===== src/rtl/div_pkg.sv =====
// rtl/div_pkg.sv - shared constants and state type for the sequential divider
package div_pkg;

  localparam int DIVIDEND_W = 32;
  localparam int DIVISOR_W  = 16;
  localparam int CNT_W      = $clog2(DIVIDEND_W);

  typedef enum logic {
    IDLE,
    CALC
  } div_state_t;

endpackage


===== src/rtl/div_step.sv =====
// rtl/div_step.sv - one combinational restoring-division step
module div_step #(
  parameter int DIVISOR_W = div_pkg::DIVISOR_W
) (
  input  logic [DIVISOR_W:0]   pr_in,
  input  logic                 bit_in,
  input  logic [DIVISOR_W-1:0] divisor,
  output logic [DIVISOR_W:0]   pr_out,
  output logic                 q_bit
);

  // Shift the next dividend bit into the partial remainder, subtract when it fits.
  // The shifted value is kept one bit wider than PR so the compare can never wrap.
  logic [DIVISOR_W+1:0] shifted;

  // Trial subtraction and restore selection
  always_comb begin
    shifted = {pr_in, bit_in};
    q_bit   = (shifted >= {2'b00, divisor});
    pr_out  = q_bit ? (DIVISOR_W+1)'(shifted - {2'b00, divisor})
                    : shifted[DIVISOR_W:0];
  end

endmodule


===== src/rtl/seq_divider_32by16.sv =====
// rtl/seq_divider_32by16.sv - iterative radix-2 restoring divider, one quotient bit per clock
module seq_divider_32by16 #(
  parameter int DIVIDEND_W = div_pkg::DIVIDEND_W,
  parameter int DIVISOR_W  = div_pkg::DIVISOR_W
) (
  input  logic                  clk,
  input  logic                  rst,
  input  logic                  start,
  input  logic [DIVIDEND_W-1:0] dividend,
  input  logic [DIVISOR_W-1:0]  divisor,
  output logic                  busy,
  output logic                  done,
  output logic [DIVIDEND_W-1:0] quotient,
  output logic [DIVISOR_W-1:0]  remainder,
  output logic                  div_by_zero
);

  import div_pkg::*;

  localparam int CNT_BITS = $clog2(DIVIDEND_W);
  localparam logic [CNT_BITS-1:0] LAST_CNT = CNT_BITS'(DIVIDEND_W - 1);

  div_state_t state, state_n;

  // The dividend shift register doubles as the quotient accumulator: as dividend
  // bits leave at the top, quotient bits enter at the bottom.
  logic [DIVIDEND_W-1:0] shreg, shreg_n;
  logic [DIVISOR_W:0]    pr, pr_n;
  logic [DIVISOR_W-1:0]  dvsr, dvsr_n;
  logic [CNT_BITS-1:0]   cnt, cnt_n;
  logic                  busy_n, done_n, dbz_n;
  logic [DIVIDEND_W-1:0] quotient_n;
  logic [DIVISOR_W-1:0]  remainder_n;

  logic [DIVISOR_W:0]    step_pr;
  logic                  step_q;

  div_step #(
    .DIVISOR_W (DIVISOR_W)
  ) u_step (
    .pr_in   (pr),
    .bit_in  (shreg[DIVIDEND_W-1]),
    .divisor (dvsr),
    .pr_out  (step_pr),
    .q_bit   (step_q)
  );

  // Next-state and register-update decisions for the IDLE/CALC machine
  always_comb begin
    state_n     = state;
    shreg_n     = shreg;
    pr_n        = pr;
    dvsr_n      = dvsr;
    cnt_n       = cnt;
    busy_n      = busy;
    done_n      = 1'b0;
    quotient_n  = quotient;
    remainder_n = remainder;
    dbz_n       = div_by_zero;

    unique case (state)
      IDLE: begin
        if (start) begin
          if (divisor == '0) begin
            // Resolved immediately; no iteration needed.
            quotient_n  = '1;
            remainder_n = dividend[DIVISOR_W-1:0];
            dbz_n       = 1'b1;
            done_n      = 1'b1;
          end else begin
            shreg_n = dividend;
            pr_n    = '0;
            dvsr_n  = divisor;
            cnt_n   = '0;
            busy_n  = 1'b1;
            state_n = CALC;
          end
        end
      end
      CALC: begin
        shreg_n = {shreg[DIVIDEND_W-2:0], step_q};
        pr_n    = step_pr;
        cnt_n   = cnt + 1'b1;
        if (cnt == LAST_CNT) begin
          quotient_n  = {shreg[DIVIDEND_W-2:0], step_q};
          remainder_n = step_pr[DIVISOR_W-1:0];
          dbz_n       = 1'b0;
          done_n      = 1'b1;
          busy_n      = 1'b0;
          state_n     = IDLE;
        end
      end
      default: state_n = IDLE;
    endcase
  end

  // State and datapath registers; reset discards any in-flight division
  always_ff @(posedge clk) begin
    if (rst) begin
      state       <= IDLE;
      shreg       <= '0;
      pr          <= '0;
      dvsr        <= '0;
      cnt         <= '0;
      busy        <= 1'b0;
      done        <= 1'b0;
      quotient    <= '0;
      remainder   <= '0;
      div_by_zero <= 1'b0;
    end else begin
      state       <= state_n;
      shreg       <= shreg_n;
      pr          <= pr_n;
      dvsr        <= dvsr_n;
      cnt         <= cnt_n;
      busy        <= busy_n;
      done        <= done_n;
      quotient    <= quotient_n;
      remainder   <= remainder_n;
      div_by_zero <= dbz_n;
    end
  end

endmodule


===== config.mk =====
export PLATFORM = sky130hd
export DESIGN_NAME = seq_divider_32by16
export DESIGN_NICKNAME = d
export VERILOG_FILES = /design/src/rtl/div_pkg.sv /design/src/rtl/div_step.sv /design/src/rtl/seq_divider_32by16.sv
export SDC_FILE = /design/constraint.sdc
export NUM_CORES = 1
export LEC_CHECK = 0
export BUFFER_PORTS_ARGS = -buffer_cell sky130_fd_sc_hd__buf_4
export CAP_MARGIN = 10
export CORE_MARGIN = 10
export CORE_UTILIZATION = 56
export DETAILED_ROUTE_END_ITERATION = 7
export PLACE_DENSITY_LB_ADDON = 0.08
export SYNTH_ARGS = -nofsm -noshare
export SYNTH_HDL_FRONTEND = slang
export SYNTH_SLANG_ARGS = --single-unit

===== constraint.sdc =====
create_clock -name clk -period 3.1 [get_ports clk]
set_input_delay 0.31 -clock clk [delete_from_list [all_inputs] [get_ports clk]]
set_output_delay 0.31 -clock clk [all_outputs]
set_load 0.005 [all_outputs]

==> out/results.tsv, run 1 <==
stage	metric	value	unit
global_routing	vias in the first global route	5085	
critical_path	element type at the critical path start	flip-flop	
synth	cell taking the most area after synthesis	sky130_fd_sc_hd__dfxtp_1	
placed_design	DP HPWL	11500	µm
critical_path	data required time at the worst endpoint	3560	ps
synth	number of synthesized register bits	122	
power_and_ir_drop	peak supply drop	585	µV
routing	DR vias	5281	
sta	hold violation total from the final report	0	
sta	highest achievable clock rate	335	MHz
final_layout	most frequent standard cell in the layout excluding fill and tap cells	sky130_fd_sc_hd__dfxtp_1	
global_routing	pin count of the biggest net entering global routing	79	
final_layout	Final nets	810	
sta	Min Clock Period, post-route	2980	ps
die	standard-cell row count	37	
min_path	worst hold path type	in2reg	
global_routing	global-route wire length before repair	25500	µm
synth	Post-Syn Area	5880	µm²
global_routing	global router's overall resource usage	0.209	
synth	Synth Area in Compound Gates	0.220	
routing	Antenna Violating Nets Remaining	0	
sta	final worst-path setup slack	119	ps
cts	Reg clk slew, reported paths	60	ps
cts	CTS tree	built	
synth	share of synthesized area spent on multiplexers	0.101	
synth	Netlist cell types	65	
critical_path	number of cells traversed by the worst register-to-register path	12	
routing	detailed-routing iteration count for the pre-antenna-repair pass	5	
min_path	cell depth of the worst min-delay path	3	
final_layout	Area Overhead vs Synth	24.7	%
sta	Clock Skews	13.6	ps
sta	worst max-slew margin expressed relative to the limit	0.506	
placed_design	count of input and output buffers	101	
synth	Synth Warn #	0	
synth	share of async-settable or async-resettable flops after synthesis	0	
routing	first-iteration detailed-routing DRC count	498	
synth	xor-xnor portion of the synthesized cell area	0.0194	
synth	fraction of the yosys area taken by sequential cells	0.415	
synth	top flip-flop cell by instance count after synthesis	sky130_fd_sc_hd__dfxtp_1	
synth	post-synthesis simple-gate area fraction	0.156	
cts	count of H-tree levels built during CTS	4	
final_layout	number of filler instances in the final layout	817	
final_layout	core occupancy in the finished layout	0.714	
critical_path	worst reg-to-reg setup slack	120	ps
critical_path	maximum fanout count along the critical path	13	
power_and_ir_drop	power density cells	905	nW/µm²
synth	count of mapped cells out of synthesis	649	
synth	adder and majority gate portion of the synthesized area	0.0417	
cts	clk sink count	122	
status	outcome	finished clean	
global_routing	antenna violations before repair	0	
die	effective utilization at floorplan	0.572	
synth	combinational family with the most area after synthesis	compound AO/OA/AOI/OAI gates	
synth	largest cells by area after synthesis	sky130_fd_sc_hd__dfxtp_1 42%, sky130_fd_sc_hd__mux2i_1 9.9%, sky130_fd_sc_hd__nor2_1 6.4%	
final_layout	fraction of final layout cells with drive strength greater than 1	0.266	
critical_path	startpoint-to-endpoint class of the critical path	reg2reg	
run	Max-Cap Viols	0	
placed_design	worst slack, placed	103	ps
cts	number of CTS-inserted buffers	17	
power_and_ir_drop	Leakage	3.21	nW
final_layout	Ant. Diodes	0	
min_path	startpoint of the tightest hold check path	divisor[2]	
cts	clock insertion delay at the later pin of the skew report	520	ps
die	Std-Cell Core Area	10300	µm²
placed_design	area after detailed placement	6740	µm²
global_routing	GRT Residual Overflow	0	
critical_path	critical path endpoint category	flip-flop	
sta	Slew Limit Fails	0	
min_path	WHS Endpoint	dvsr[2]	
routing	drt via density	5.94	
placed_design	weighted congestion reported at the end of routability-driven placement	0.931	
final_layout	post-layout instance area	7330	µm²
sta	slew at the pin closest to its max-slew limit	737	ps
critical_path	Critical Path AT	3440	ps
synth	number of synthesized flops with an enable pin	0	
critical_path	Critical R2R Launch	shreg[31]	
routing	routed length per instance	18.2	µm
die	Die Width	122	µm
synth	Mapped Nets	719	
cts	master cell of the clock root buffer	sky130_fd_sc_hd__clkbuf_8	
routing	DRC violation count after routing	0	
die	die area	15000	µm²
sta	final setup violation count	0	
routing	total wirelength of the detailed-routed design	16100	µm
critical_path	capture instance of the worst register-to-register path	remainder[11]	
die	I/O pin total	102	
synth	mean post-synth cell area	9.06	µm²
sta	hold_ws	27.6	ps
synth	share of the synthesized area in the top cell type	0.415	
cts	Clock Tree Buf Depth	2	
sta	Tcrit/Tclk final	0.962	
cts	hold-fix buffers at CTS	0	
final_layout	most frequent cells in the layout	121 x sky130_fd_sc_hd__dfxtp_1, 118 x sky130_fd_sc_hd__buf_4, 101 x sky130_fd_sc_hd__nor2_1	
die	Vert. Die Dim	122	µm
sta	Setup TNS Final	0	ps
sta	RSZ-0062 raised after global routing	false	
cell type report:
class                   instances  area [µm²]  share of cell area
multi-input cells             461        3180               0.434
flip-flops and latches        122        2440               0.333
repair buffers                118         886               0.121
clock buffers                  18         418              0.0570
well taps                     136         170              0.0232
clock inverters                14         156              0.0213
inverters                      20        75.1              0.0102
worst max-delay path: stages (launching register included):
cell	delay (ps)
sky130_fd_sc_hd__dfxtp_1	350
sky130_fd_sc_hd__inv_1	50
sky130_fd_sc_hd__ha_1	180
sky130_fd_sc_hd__inv_1	70
sky130_fd_sc_hd__fa_1	220
sky130_fd_sc_hd__a21o_1	200
sky130_fd_sc_hd__a311oi_2	130
sky130_fd_sc_hd__o31a_1	390
sky130_fd_sc_hd__a211oi_1	670
sky130_fd_sc_hd__nor2_2	40
sky130_fd_sc_hd__buf_4	210
sky130_fd_sc_hd__a221o_1	320
sky130_fd_sc_hd__nor2_1	80
synth_stat cells (4+ instances only):
| cell type | n |
|---|---|
| sky130_fd_sc_hd__mux2i_1 | 58 |
| sky130_fd_sc_hd__nor3_1 | 8 |
| sky130_fd_sc_hd__xnor2_1 | 10 |
| sky130_fd_sc_hd__o21ai_0 | 33 |
| sky130_fd_sc_hd__a32oi_1 | 5 |
| sky130_fd_sc_hd__buf_2 | 5 |
| sky130_fd_sc_hd__a21oi_1 | 47 |
| sky130_fd_sc_hd__nor2_1 | 101 |
| sky130_fd_sc_hd__a211oi_1 | 8 |
| sky130_fd_sc_hd__clkbuf_1 | 36 |
| sky130_fd_sc_hd__a21o_1 | 10 |
| sky130_fd_sc_hd__nor2b_1 | 5 |
| sky130_fd_sc_hd__dfxtp_1 | 122 |
| sky130_fd_sc_hd__ha_1 | 18 |
| sky130_fd_sc_hd__nor4_1 | 5 |
| sky130_fd_sc_hd__or3_1 | 8 |
| sky130_fd_sc_hd__nand2_1 | 42 |
| sky130_fd_sc_hd__o221a_2 | 31 |
| sky130_fd_sc_hd__a221oi_1 | 4 |
| sky130_fd_sc_hd__a311oi_1 | 6 |
| sky130_fd_sc_hd__inv_1 | 19 |
| sky130_fd_sc_hd__a221oi_2 | 4 |
registers in the layout (all words and copies together) (netlist names):
signal / cells
busy: 1
state: 1
quotient: 32
shreg: 32
div_by_zero: 1
pr: 17
done: 1
cnt: 5
dvsr: 16
remainder: 16
metrics by stage:
stage | std cells | total power (W)
5_1_grt | 889 | 0.00695
6_report | 889 | 0.00664
3_3_place_gp | 855 | 0.00451
4_1_cts | 887 | 0.00650
2_1_floorplan | 649 | 0.00407
3_5_place_dp | 855 | 0.00457
worst max path at each step:
stage,startpoint,to
6_report,shreg[31],remainder[11]
5_1_grt,shreg[31],remainder[2]
2_1_floorplan,shreg[31],remainder[10]
4_1_cts,shreg[31],remainder[2]
3_3_place_gp,shreg[31],remainder[2]
3_5_place_dp,shreg[31],remainder[2]
cells by family after synthesis:
logic type / count (synthesis)
simple gates: 198
compound gates: 172
flops: 122
buf+inv: 66
mux: 59
fa+ha+maj: 19
xor+xnor: 13
power by group:
group	switching [W]	internal [W]	total [W]
registers	0.000142	0.00169	0.00184
logic	0.00168	0.00119	0.00287
clock network	0.000771	0.00116	0.00193
routing by layer:
metal  track usage  share of wire  vias to the layer above
met5             0              0                        -
met3        0.0560          0.065                       20
li1              -              -                     2547
met4        0.0751          0.015                        0
met1         0.273           0.46                     2532
met2         0.326           0.46                      182
timing repair:
item,4_1_cts,5_1_grt
buffers inserted,0,2
resized for setup,0,1
endpoints found under the setup margin,0,27
No activity file was read; power rests on OpenSTA's default activity.
==> run 2: changes to the inputs <==
Settings changed: CORE_UTILIZATION 56 to 30.
==> run 2 against run 1 <==
Count of clock-buffer cells in the layout is 3 higher. Critical path depth stayed put. Maximum frequency is 5.9% higher. Combinational power hardly changed. Power is 0.93% higher. Sequential power hardly changed. First-iteration DRC count is 49% lower. Worst hold slack better by 120 ps. Cell count is 14% higher. Largest power group unchanged.
==> out/results.tsv, run 2 (synthesis results as in run 1) <==
stage	metric	value	unit
critical_path	number of cells traversed by the worst register-to-register path	12	
global_routing	global router's overall resource usage	0.141	
die	Vert. Die Dim	160	µm
critical_path	maximum fanout count along the critical path	13	
power_and_ir_drop	switching power share of the total	0.385	
cts	Reg clk slew, reported paths	60	ps
critical_path	startpoint-to-endpoint class of the critical path	reg2reg	
power_and_ir_drop	register share of total power	0.275	
die	standard-cell row count	51	
final_layout	number of filler instances in the final layout	2048	
power_and_ir_drop	switching power total	0.00258	W
power_and_ir_drop	Leakage	3.21	nW
power_and_ir_drop	proportion of power drawn by the clock network	0.302	
critical_path	capture instance of the worst register-to-register path	remainder[11]	
power_and_ir_drop	cell internal pwr	0.00412	W
min_path	worst hold path type	in2reg	
sta	Min Clock Period, post-route	2820	ps
cts	master cell of the clock root buffer	sky130_fd_sc_hd__clkbuf_16	
sta	worst max-slew margin expressed relative to the limit	0.325	
cts	number of CTS-inserted buffers	17	
die	I/O pin total	102	
cts	Clock Tree Buf Depth	2	
final_layout	Area Overhead vs Synth	28.0	%
final_layout	biggest regs	quotient (32), shreg (32), pr (17)	
min_path	cell depth of the worst min-delay path	3	
critical_path	worst reg-to-reg setup slack	280	ps
routing	DR vias	5111	
placed_design	weighted congestion reported at the end of routability-driven placement	0.828	
cts	CTS tree	built	
global_routing	global routing usage on met1	0.174	
final_layout	Ant. Diodes	0	
die	die area	25600	µm²
final_layout	footprint of the multi-input gates	3180	µm²
sta	Slew Limit Fails	0	
sta	highest achievable clock rate	355	MHz
critical_path	Critical R2R Launch	shreg[31]	
sta	Tcrit/Tclk final	0.908	
cts	clock insertion delay at the later pin of the skew report	420	ps
cts	clk sink count	122	
global_routing	pin count of the biggest net entering global routing	85	
routing	total wirelength of the detailed-routed design	18300	µm
power_and_ir_drop	power density cells	890	nW/µm²
die	Die Width	160	µm
final_layout	Storage cell area	2440	µm²
sta	Clock Skews	14.2	ps
status	outcome	finished clean	
sta	final setup violation count	0	
placed_design	worst slack, placed	226	ps
sta	final worst-path setup slack	285	ps
final_layout	fraction of final layout cells with drive strength greater than 1	0.265	
die	effective utilization at floorplan	0.303	
sta	hold violation total from the final report	0	
routing	DRC violation count after routing	0	
routing	detailed-routing iteration count for the pre-antenna-repair pass	4	
sta	RSZ-0062 raised after global routing	false	
global_routing	global routing usage on met3	0.0470	
global_routing	global-route wire length before repair	29100	µm
routing	first-iteration detailed-routing DRC count	253	
routing	routed length per instance	18.0	µm
min_path	startpoint of the tightest hold check path	divisor[8]	
sta	Setup TNS Final	0	ps
critical_path	element type at the critical path start	flip-flop	
final_layout	post-layout instance area	7530	µm²
routing	Antenna Violating Nets Remaining	0	
global_routing	antenna violations before repair	0	
critical_path	first element of the critical path	shreg[31]	
run	Max-Cap Viols	0	
global_routing	vias in the first global route	5247	
critical_path	critical path endpoint category	flip-flop	
global_routing	GRT Residual Overflow	0	
critical_path	data required time at the worst endpoint	3450	ps
critical_path	Critical Path AT	3170	ps
final_layout	most frequent cells in the layout	121 x sky130_fd_sc_hd__dfxtp_1, 116 x sky130_fd_sc_hd__buf_4, 101 x sky130_fd_sc_hd__nor2_1	
die	Std-Cell Core Area	19400	µm²
power_and_ir_drop	peak supply drop	474	µV
placed_design	DP HPWL	13200	µm
sta	slew at the pin closest to its max-slew limit	1010	ps
cts	count of H-tree levels built during CTS	4	
final_layout	Final nets	809	
min_path	WHS Endpoint	dvsr[8]	
global_routing	met2 usage	0.230	
power_and_ir_drop	combinational share of power	0.423	
placed_design	area after detailed placement	6910	µm²
global_routing	highest-utilization routing layer at the global route stage	met2	
routing	drt via density	5.03	
placed_design	count of input and output buffers	101	
final_layout	most frequent standard cell in the layout excluding fill and tap cells	sky130_fd_sc_hd__dfxtp_1	
## run 2: cell types whose count changed in the layout (fill, tap and decap cells not counted)
cell | previous run | this run
sky130_fd_sc_hd__clkbuf_16 | 16 | 17
sky130_fd_sc_hd__inv_6 | 7 | 5
sky130_fd_sc_hd__buf_12 | 0 | 1
sky130_fd_sc_hd__buf_4 | 118 | 116
sky130_fd_sc_hd__clkbuf_8 | 1 | 3
sky130_fd_sc_hd__clkinvlp_4 | 1 | 2
sky130_fd_sc_hd__clkinv_2 | 2 | 1
sky130_fd_sc_hd__clkinv_4 | 2 | 1
## run 2: what timing repair did
action / in CTS / in global routing
hold buffers: 0 / 0
gates resized for setup: 0 / 1
setup endpoints to repair: 0 / 4
setup buffers: 0 / 1
## run 2: area by class of cell
| class | instances | share of cell area |
|---|---|---|
| Multi-Input combinational cell | 461 | 0.423 |
| Sequential cell | 122 | 0.325 |
| Timing Repair Buffer | 117 | 0.118 |
| Clock buffer | 21 | 0.0625 |
| Tap cell | 265 | 0.0440 |
| Clock inverter | 11 | 0.0176 |
| Inverter | 20 | 0.00997 |
## run 2: critical path, cell delays in order, from the launching register on
cell and delay [ps]:
sky130_fd_sc_hd__dfxtp_1 350, sky130_fd_sc_hd__inv_1 50, sky130_fd_sc_hd__ha_1 180, sky130_fd_sc_hd__inv_1 70, sky130_fd_sc_hd__fa_1 210, sky130_fd_sc_hd__a21o_1 180, sky130_fd_sc_hd__a311oi_2 120, sky130_fd_sc_hd__o31a_1 390
sky130_fd_sc_hd__a211oi_1 550, sky130_fd_sc_hd__nor2_2 50, sky130_fd_sc_hd__buf_4 200, sky130_fd_sc_hd__a221o_1 330, sky130_fd_sc_hd__nor2_1 80
## run 2: worst max-delay path by stage
stage | endpoint
finish | remainder[11]
global placement | remainder[2]
detailed placement | remainder[3]
global route | pr[15]
floorplan | remainder[10]
CTS | remainder[3]
## run 2: power groups by stage
stage / registers, W / logic (W) / clock network, W
4_1_cts: 0.00184 / 0.00280 / 0.00207
3_3_place_gp: 0.00188 / 0.00278 / 0
5_1_grt: 0.00186 / 0.00315 / 0.00215
3_5_place_dp: 0.00188 / 0.00278 / 0
6_report: 0.00184 / 0.00284 / 0.00202
2_1_floorplan: 0.00181 / 0.00226 / 0
## run 2: through the flow
stage          hold slack [ps]   util  power (W)  instances
5_1_grt                    144  0.388    0.00715       1017
3_5_place_dp               455  0.356    0.00466        984
4_1_cts                    132  0.387    0.00671       1016
6_report                   143  0.388    0.00670       1017
2_1_floorplan              453      -    0.00407        649
3_3_place_gp               456  0.356    0.00466        984
## run 2: metal layers
metal,vias to the layer above,routed length (µm)
li1,2544,-
met3,10,1000
met4,0,150
met5,-,0
met2,94,8790
met1,2463,8320
